--- src/rtl/nasti_lite_uart_console.sv ---
// NASTI-Lite master for a UART slave: core TX bytes become single-beat writes, continuous polled reads fill an RX stream.
// Build option: define UART_CONSOLE_ERR_EN to add a sticky err output flagging non-OKAY write responses.
//
// state  | meaning
// W_IDLE | no write in flight, waiting for a TX byte
// W_ADDR | AW and/or W still waiting for their handshakes
// W_RESP | both sent, waiting for B
// R_IDLE | no read in flight, waiting for RX FIFO space
// R_ADDR | AR presented, waiting for the UART to accept it
// R_DATA | waiting for the read data beat
module nasti_lite_uart_console #(
  parameter int ADDR_WIDTH = 8,
  parameter int DATA_WIDTH = 8,
  parameter int TX_DEPTH = 16,
  parameter int RX_DEPTH = 16,
  parameter logic [ADDR_WIDTH-1:0] UART_ADDR = '0
) (
  input  logic                  clk,
  input  logic                  rstn,
`ifdef UART_CONSOLE_ERR_EN
  output logic                  err,
`endif
  input  logic [DATA_WIDTH-1:0] tx_data,
  input  logic                  tx_valid,
  output logic                  tx_ready,
  output logic [DATA_WIDTH-1:0] rx_data,
  output logic                  rx_valid,
  input  logic                  rx_ready,
  output logic                  aw_valid,
  input  logic                  aw_ready,
  output logic [ADDR_WIDTH-1:0] aw_addr,
  output logic                  w_valid,
  input  logic                  w_ready,
  output logic [DATA_WIDTH-1:0] w_data,
  output logic                  w_strb,
  input  logic                  b_valid,
  output logic                  b_ready,
  input  logic [1:0]            b_resp,
  output logic                  ar_valid,
  input  logic                  ar_ready,
  output logic [ADDR_WIDTH-1:0] ar_addr,
  input  logic                  r_valid,
  output logic                  r_ready,
  input  logic [DATA_WIDTH-1:0] r_data
);

  localparam int TXA = $clog2(TX_DEPTH);
  localparam int RXA = $clog2(RX_DEPTH);
  localparam logic [TXA:0] TX_FULL = (TXA+1)'(TX_DEPTH);
  localparam logic [RXA:0] RX_FULL = (RXA+1)'(RX_DEPTH);

  typedef enum logic [1:0] {W_IDLE, W_ADDR, W_RESP} w_state_t;
  typedef enum logic [1:0] {R_IDLE, R_ADDR, R_DATA} r_state_t;

  w_state_t w_state_q, w_state_d;
  r_state_t r_state_q, r_state_d;

  logic [DATA_WIDTH-1:0] tx_mem [TX_DEPTH];
  logic [TXA-1:0]        tx_wr_q, tx_rd_q;
  logic [TXA:0]          tx_cnt_q;
  logic                  tx_push, tx_pop;

  logic [DATA_WIDTH-1:0] rx_mem [RX_DEPTH];
  logic [RXA-1:0]        rx_wr_q, rx_rd_q;
  logic [RXA:0]          rx_cnt_q;
  logic                  rx_push, rx_pop;

  logic                  aw_valid_d, w_valid_d, load;
  logic [DATA_WIDTH-1:0] w_data_d;

  assign aw_addr = UART_ADDR;
  assign ar_addr = UART_ADDR;
  assign w_strb  = 1'b1;

  // TX FIFO
  assign tx_ready = (tx_cnt_q != TX_FULL);
  assign tx_push  = tx_valid & tx_ready;
  assign tx_pop   = load;

  always_ff @(posedge clk) begin
    if (tx_push) tx_mem[tx_wr_q] <= tx_data;
  end

  always_ff @(posedge clk or negedge rstn) begin
    if (!rstn) begin
      tx_wr_q  <= '0;
      tx_rd_q  <= '0;
      tx_cnt_q <= '0;
    end else begin
      if (tx_push) tx_wr_q <= tx_wr_q + 1'b1;
      if (tx_pop)  tx_rd_q <= tx_rd_q + 1'b1;
      case ({tx_push, tx_pop})
        2'b10:   tx_cnt_q <= tx_cnt_q + 1'b1;
        2'b01:   tx_cnt_q <= tx_cnt_q - 1'b1;
        default: ;
      endcase
    end
  end

  // RX FIFO; the read FSM only issues AR when there is room, so push never overflows
  assign rx_valid = (rx_cnt_q != '0);
  assign rx_data  = rx_mem[rx_rd_q];
  assign rx_pop   = rx_valid & rx_ready;
  assign rx_push  = r_ready & r_valid;

  always_ff @(posedge clk) begin
    if (rx_push) rx_mem[rx_wr_q] <= r_data;
  end

  always_ff @(posedge clk or negedge rstn) begin
    if (!rstn) begin
      rx_wr_q  <= '0;
      rx_rd_q  <= '0;
      rx_cnt_q <= '0;
    end else begin
      if (rx_push) rx_wr_q <= rx_wr_q + 1'b1;
      if (rx_pop)  rx_rd_q <= rx_rd_q + 1'b1;
      case ({rx_push, rx_pop})
        2'b10:   rx_cnt_q <= rx_cnt_q + 1'b1;
        2'b01:   rx_cnt_q <= rx_cnt_q - 1'b1;
        default: ;
      endcase
    end
  end

  // Write FSM; a waiting byte is loaded straight from W_RESP so writes run back-to-back
  always_comb begin
    w_state_d  = w_state_q;
    aw_valid_d = aw_valid;
    w_valid_d  = w_valid;
    w_data_d   = w_data;
    b_ready    = 1'b0;
    load       = 1'b0;
    case (w_state_q)
      W_IDLE: load = (tx_cnt_q != '0);
      W_ADDR: begin
        if (aw_ready) aw_valid_d = 1'b0;
        if (w_ready)  w_valid_d  = 1'b0;
        if (!aw_valid_d && !w_valid_d) w_state_d = W_RESP;
      end
      W_RESP: begin
        b_ready = 1'b1;
        if (b_valid) begin
          w_state_d = W_IDLE;
          load      = (tx_cnt_q != '0);
        end
      end
      default: w_state_d = W_IDLE;
    endcase
    if (load) begin
      w_state_d  = W_ADDR;
      aw_valid_d = 1'b1;
      w_valid_d  = 1'b1;
      w_data_d   = tx_mem[tx_rd_q];
    end
  end

  always_ff @(posedge clk or negedge rstn) begin
    if (!rstn) begin
      w_state_q <= W_IDLE;
      aw_valid  <= 1'b0;
      w_valid   <= 1'b0;
      w_data    <= '0;
    end else begin
      w_state_q <= w_state_d;
      aw_valid  <= aw_valid_d;
      w_valid   <= w_valid_d;
      w_data    <= w_data_d;
    end
  end

  // Read FSM
  always_comb begin
    r_state_d = r_state_q;
    ar_valid  = 1'b0;
    r_ready   = 1'b0;
    case (r_state_q)
      R_IDLE: if (rx_cnt_q != RX_FULL) r_state_d = R_ADDR;
      R_ADDR: begin
        ar_valid = 1'b1;
        if (ar_ready) r_state_d = R_DATA;
      end
      R_DATA: begin
        r_ready = 1'b1;
        if (r_valid) r_state_d = R_IDLE;
      end
      default: r_state_d = R_IDLE;
    endcase
  end

  always_ff @(posedge clk or negedge rstn) begin
    if (!rstn) r_state_q <= R_IDLE;
    else       r_state_q <= r_state_d;
  end

`ifdef UART_CONSOLE_ERR_EN
  always_ff @(posedge clk or negedge rstn) begin
    if (!rstn)                                      err <= 1'b0;
    else if (b_valid && b_ready && b_resp != 2'b00) err <= 1'b1;
  end
`else
  logic unused_b_resp;
  assign unused_b_resp = ^b_resp;
`endif

endmodule

--- config.mk ---
export PLATFORM = sky130hd
export DESIGN_NAME = nasti_lite_uart_console
export DESIGN_NICKNAME = d
export VERILOG_FILES = /design/src/rtl/nasti_lite_uart_console.sv
export SDC_FILE = /design/constraint.sdc
export NUM_CORES = 1
export LEC_CHECK = 0
export ABC_AREA = 1
export BUFFER_PORTS_ARGS = -buffer_cell sky130_fd_sc_hd__buf_4
export CAP_MARGIN = 0
export CORE_ASPECT_RATIO = 0.75
export CORE_UTILIZATION = 55
export DETAILED_ROUTE_END_ITERATION = 8
export PLACE_DENSITY = 0.78
export SYNTH_ARGS = -nofsm -noshare
export SYNTH_HDL_FRONTEND = slang
export SYNTH_SLANG_ARGS = --single-unit
--- constraint.sdc ---
create_clock -name clk -period 2 [get_ports clk]
set_input_delay 0 -clock clk [delete_from_list [all_inputs] [get_ports clk]]
set_output_delay 0 -clock clk [all_outputs]
set_load 0.005 [all_outputs]
==> metrics.md <==
| Metric | Value |
|---|---|
| Final worst slack | -201 ps |
| Final Hold Fails | 4 |
| Die ar. | 24300 sq um |
| Vias per cell | ~5.7 |
| Core area | 23100 sq um |
| Seq cells post-synth | between 200 and 300 |
| Ys async rst share | a little over an eighth |
| Worst-Skew Late Latency | 560 ps |
| WHS | -9.75 ps |
| Initial DRC Count | 1268 |
| Data arrival time of the worst path | 2200 ps |
| Min cycle time layout | 2200 ps |
| Overall Global Routing Usage | 26.9% |
| CP required | approximately 2000 ps |
| Io pins | 67 |
| Vias in the first global route | approximately 9000 |
| Crit start category | register |
| Clk slew on worst S/H paths | 60 ps |
| Nets | 1392 |
| Post-Syn Area per Cell | 10.8 sq um |
| Post-layout util | 69.0% |
| Horiz. Die Dim | 180 um |
| Total grt overflow | 0 |
| MaxCap Viol Count | 0 |
| Peak supply drop | 1250 uV |
| CTS Sinks | 296 |
| First-pass GRT wire length | 49500 um |
| Primary FF master, synth | edfxtp_1 |
| Gpl congestion | 0.849 |
| Post-route clock period utilization | 110% |
| Seq/Total Area, Yosys | 66.8% |
| Pwr per Cell Area | 1460 nW/um^2 |
| # diodes | 0 |
| Port bufs | 47 |
| Detail Placement HPWL | 18800 um |
| Remaining antenna violation count after routing | 0 |
| Starting Density | 56.3% |
| CTS Buf Count | 30 |
| WS Path Type | register to output pin |
| Drt wl/cell | 19.8 um |
| Max-slew violations | 0 |
| Post-Syn Area | 13000 sq um |
| Final setup viols | 11 |
| LEAKAGE | 6.53 nW |
| Post-synth cell types | 36 |
| Drt total wl | 33100 um |
| P&R area growth vs syn | 22.6% |
| Worst-margin pin slew | 754 ps |
| Maximum clock frequency | 454 MHz |
| Failing checks | DRC, hold timing, setup timing |
| Root buffer cell | clkbuf_16 |
| Clock H-tree levels | 1 |
| Synthesis warning total | 0 |
| Placed cells | 1553 |
| Clk_skew | 23.7 ps |
| Maximum root-to-sink buffer count | 3 |
| Vias post-DR | 9473 |
| Die height | 135 um |
| Post-Syn Instances | 1207 |
| Place WS | -154 ps |
| TritonRoute pass-1 iters | 9 |
| Layout cell share with drive strength beyond 1 | 19.8% |
| R2R depth | 15 |
| Largest net degree at the start of global routing | 68 |
| DRC | 9 |
| Hold WC Path Type | input pin to async pin |
| Critical path fanouts, max | 13 |
| Antenna violations before repair | 0 |
| EDFF count, synth | 256 |
| Fin cells | 1671 |
| FP Rows | 48 |
| RSZ-0062 raised after global routing | true |
| Worst Setup End Kind | output pin |
| Slew headroom | between 40% and 50% |
| CTS tree | done |
| Outcome | finished, violations left |
-- sequential cells by signal, indices dropped and copies added (netlist names) --
register / count
rx_mem: 128
tx_mem: 128
w_data: 8
rx_cnt_q: 5
tx_cnt_q: 5
rx_rd_q: 4
rx_wr_q: 4
tx_rd_q: 4
tx_wr_q: 4
r_state_q: 2
w_state_q: 2
aw_valid: 1
w_valid: 1
-- placed cells by master, fill, tap and decap left out, drive strengths merged, types with 2 or more instances in the layout --
master       Yosys  final
bufinv           0      5
ha              17     17
dlygate4sd3      0     26
dfrtp           40     40
nand2          282    282
o211ai          32     32
buf             60    138
conb             2     17
clkinv           3     19
xnor2            6      6
o21ai           74     74
nor3            17     17
nand3          123    123
inv            137    140
edfxtp         256    256
nor2           121    121
a21oi            3      3
nand4            2      2
clkbuf          12     32
xor2            12     12
-- area by class of cell --
cell class,count,area (sq um)
Clock buffer,32,779
Sequential cell,296,8690
Fill cell,1460,7170
Clock inverter,24,248
Inverter,140,534
Multi-Input combinational cell,714,3730
Tap cell,300,375
Timing Repair Buffer,164,1580
Timing Repair inverter,1,11.3
-- cells in the mapped netlist (all sizes together), types with 12 or more instances --
| cell type | n | area [sq um] |
|---|---|---|
| nand2 | 282 | 1060 |
| edfxtp | 256 | 7690 |
| inv | 137 | 517 |
| nand3 | 123 | 616 |
| nor2 | 121 | 477 |
| o21ai | 74 | 374 |
| buf | 60 | 408 |
| dfrtp | 40 | 1000 |
| o211ai | 32 | 240 |
| ha | 17 | 213 |
| nor3 | 17 | 85.1 |
| clkbuf | 12 | 45.0 |
| xor2 | 12 | 105 |
-- what timing repair did --
action                                 in CTS  in global routing
setup endpoints to repair                 139                 37
gates resized for setup                    65                 54
buffers inserted                           15                 14
pin swaps                                  29                 37
cloned                                      7                  0
endpoints found under the hold margin     309                  0
hold buffers                               26                  0
-- per-layer routing --
metal | share of wire (%) | wire [um] | vias up | track usage, %
met4 | 3.1 | 1040 | 0 | 9.67
met2 | 45 | 15000 | 576 | 41.7
met5 | 0 | 0 | - | 0
met3 | 11 | 3610 | 99 | 4.81
li1 | - | - | 4290 | -
met1 | 40 | 13400 | 4508 | 38.6
-- worst paths after layout --
kind                                    startpoint                      end  slack [ps]
max reg2reg                tx_cnt_q[2]$_DFFE_PN0P_  tx_cnt_q[4]$_DFFE_PN0P_        -100
max in group asynchronous                     rstn  rx_cnt_q[3]$_DFFE_PN0P_        1130
max                         rx_rd_q[0]$_DFFE_PN0P_               rx_data[1]        -200
min reg2reg                  w_data[0]$_DFFE_PN0P_    w_data[0]$_DFFE_PN0P_         490
min in group clk                          tx_valid   tx_mem[6][6]$_DFFE_PP_         110
min                                           rstn  rx_cnt_q[4]$_DFFE_PN0P_         -10
-- metrics by stage --
stage,power (mW),TNS (ps),instance area (sq um)
6_report,23.4,-1320,15900
5_1_grt,24.5,-2280,15900
2_1_floorplan,12.9,-156,13100
3_5_place_dp,15.6,-11710,13900
3_3_place_gp,15.3,-5640,13900
4_1_cts,22.5,-2970,15700
-- power breakdown --
part	leakage, nW	switching, mW	internal, mW	total [mW]
logic	3.23	5.80	3.86	9.66
clock network	0.512	2.35	3.46	5.81
registers	2.79	0.489	7.41	7.90
-- worst max-delay path, cell delays in order, from the launching register on --
cell and delay (ps):
dfrtp_2 510, buf_4 200, inv_8 100, nor2_1 50, nor2_1 130, o21ai_1 110
o211ai_1 140, nand3_1 190, nand2_1 110, buf_4 110
-- kinds of logic (layout without fill, tap and decap cells) --
family / count (synthesis) / count (layout) / share of synthesized area [%]
adders and majority gates: 18 / 18 / 1.79
DFF: 296 / 296 / 66.8
xor gates and xnor gates: 18 / 18 / 1.21
other: 2 / 17 / 0.0577
buffers and inverters: 212 / 361 / 7.54
AOI/OAI and AO/OA: 114 / 114 / 5.14
and+or+nand+nor: 547 / 547 / 17.5
Power figures use the tool's default switching activity.
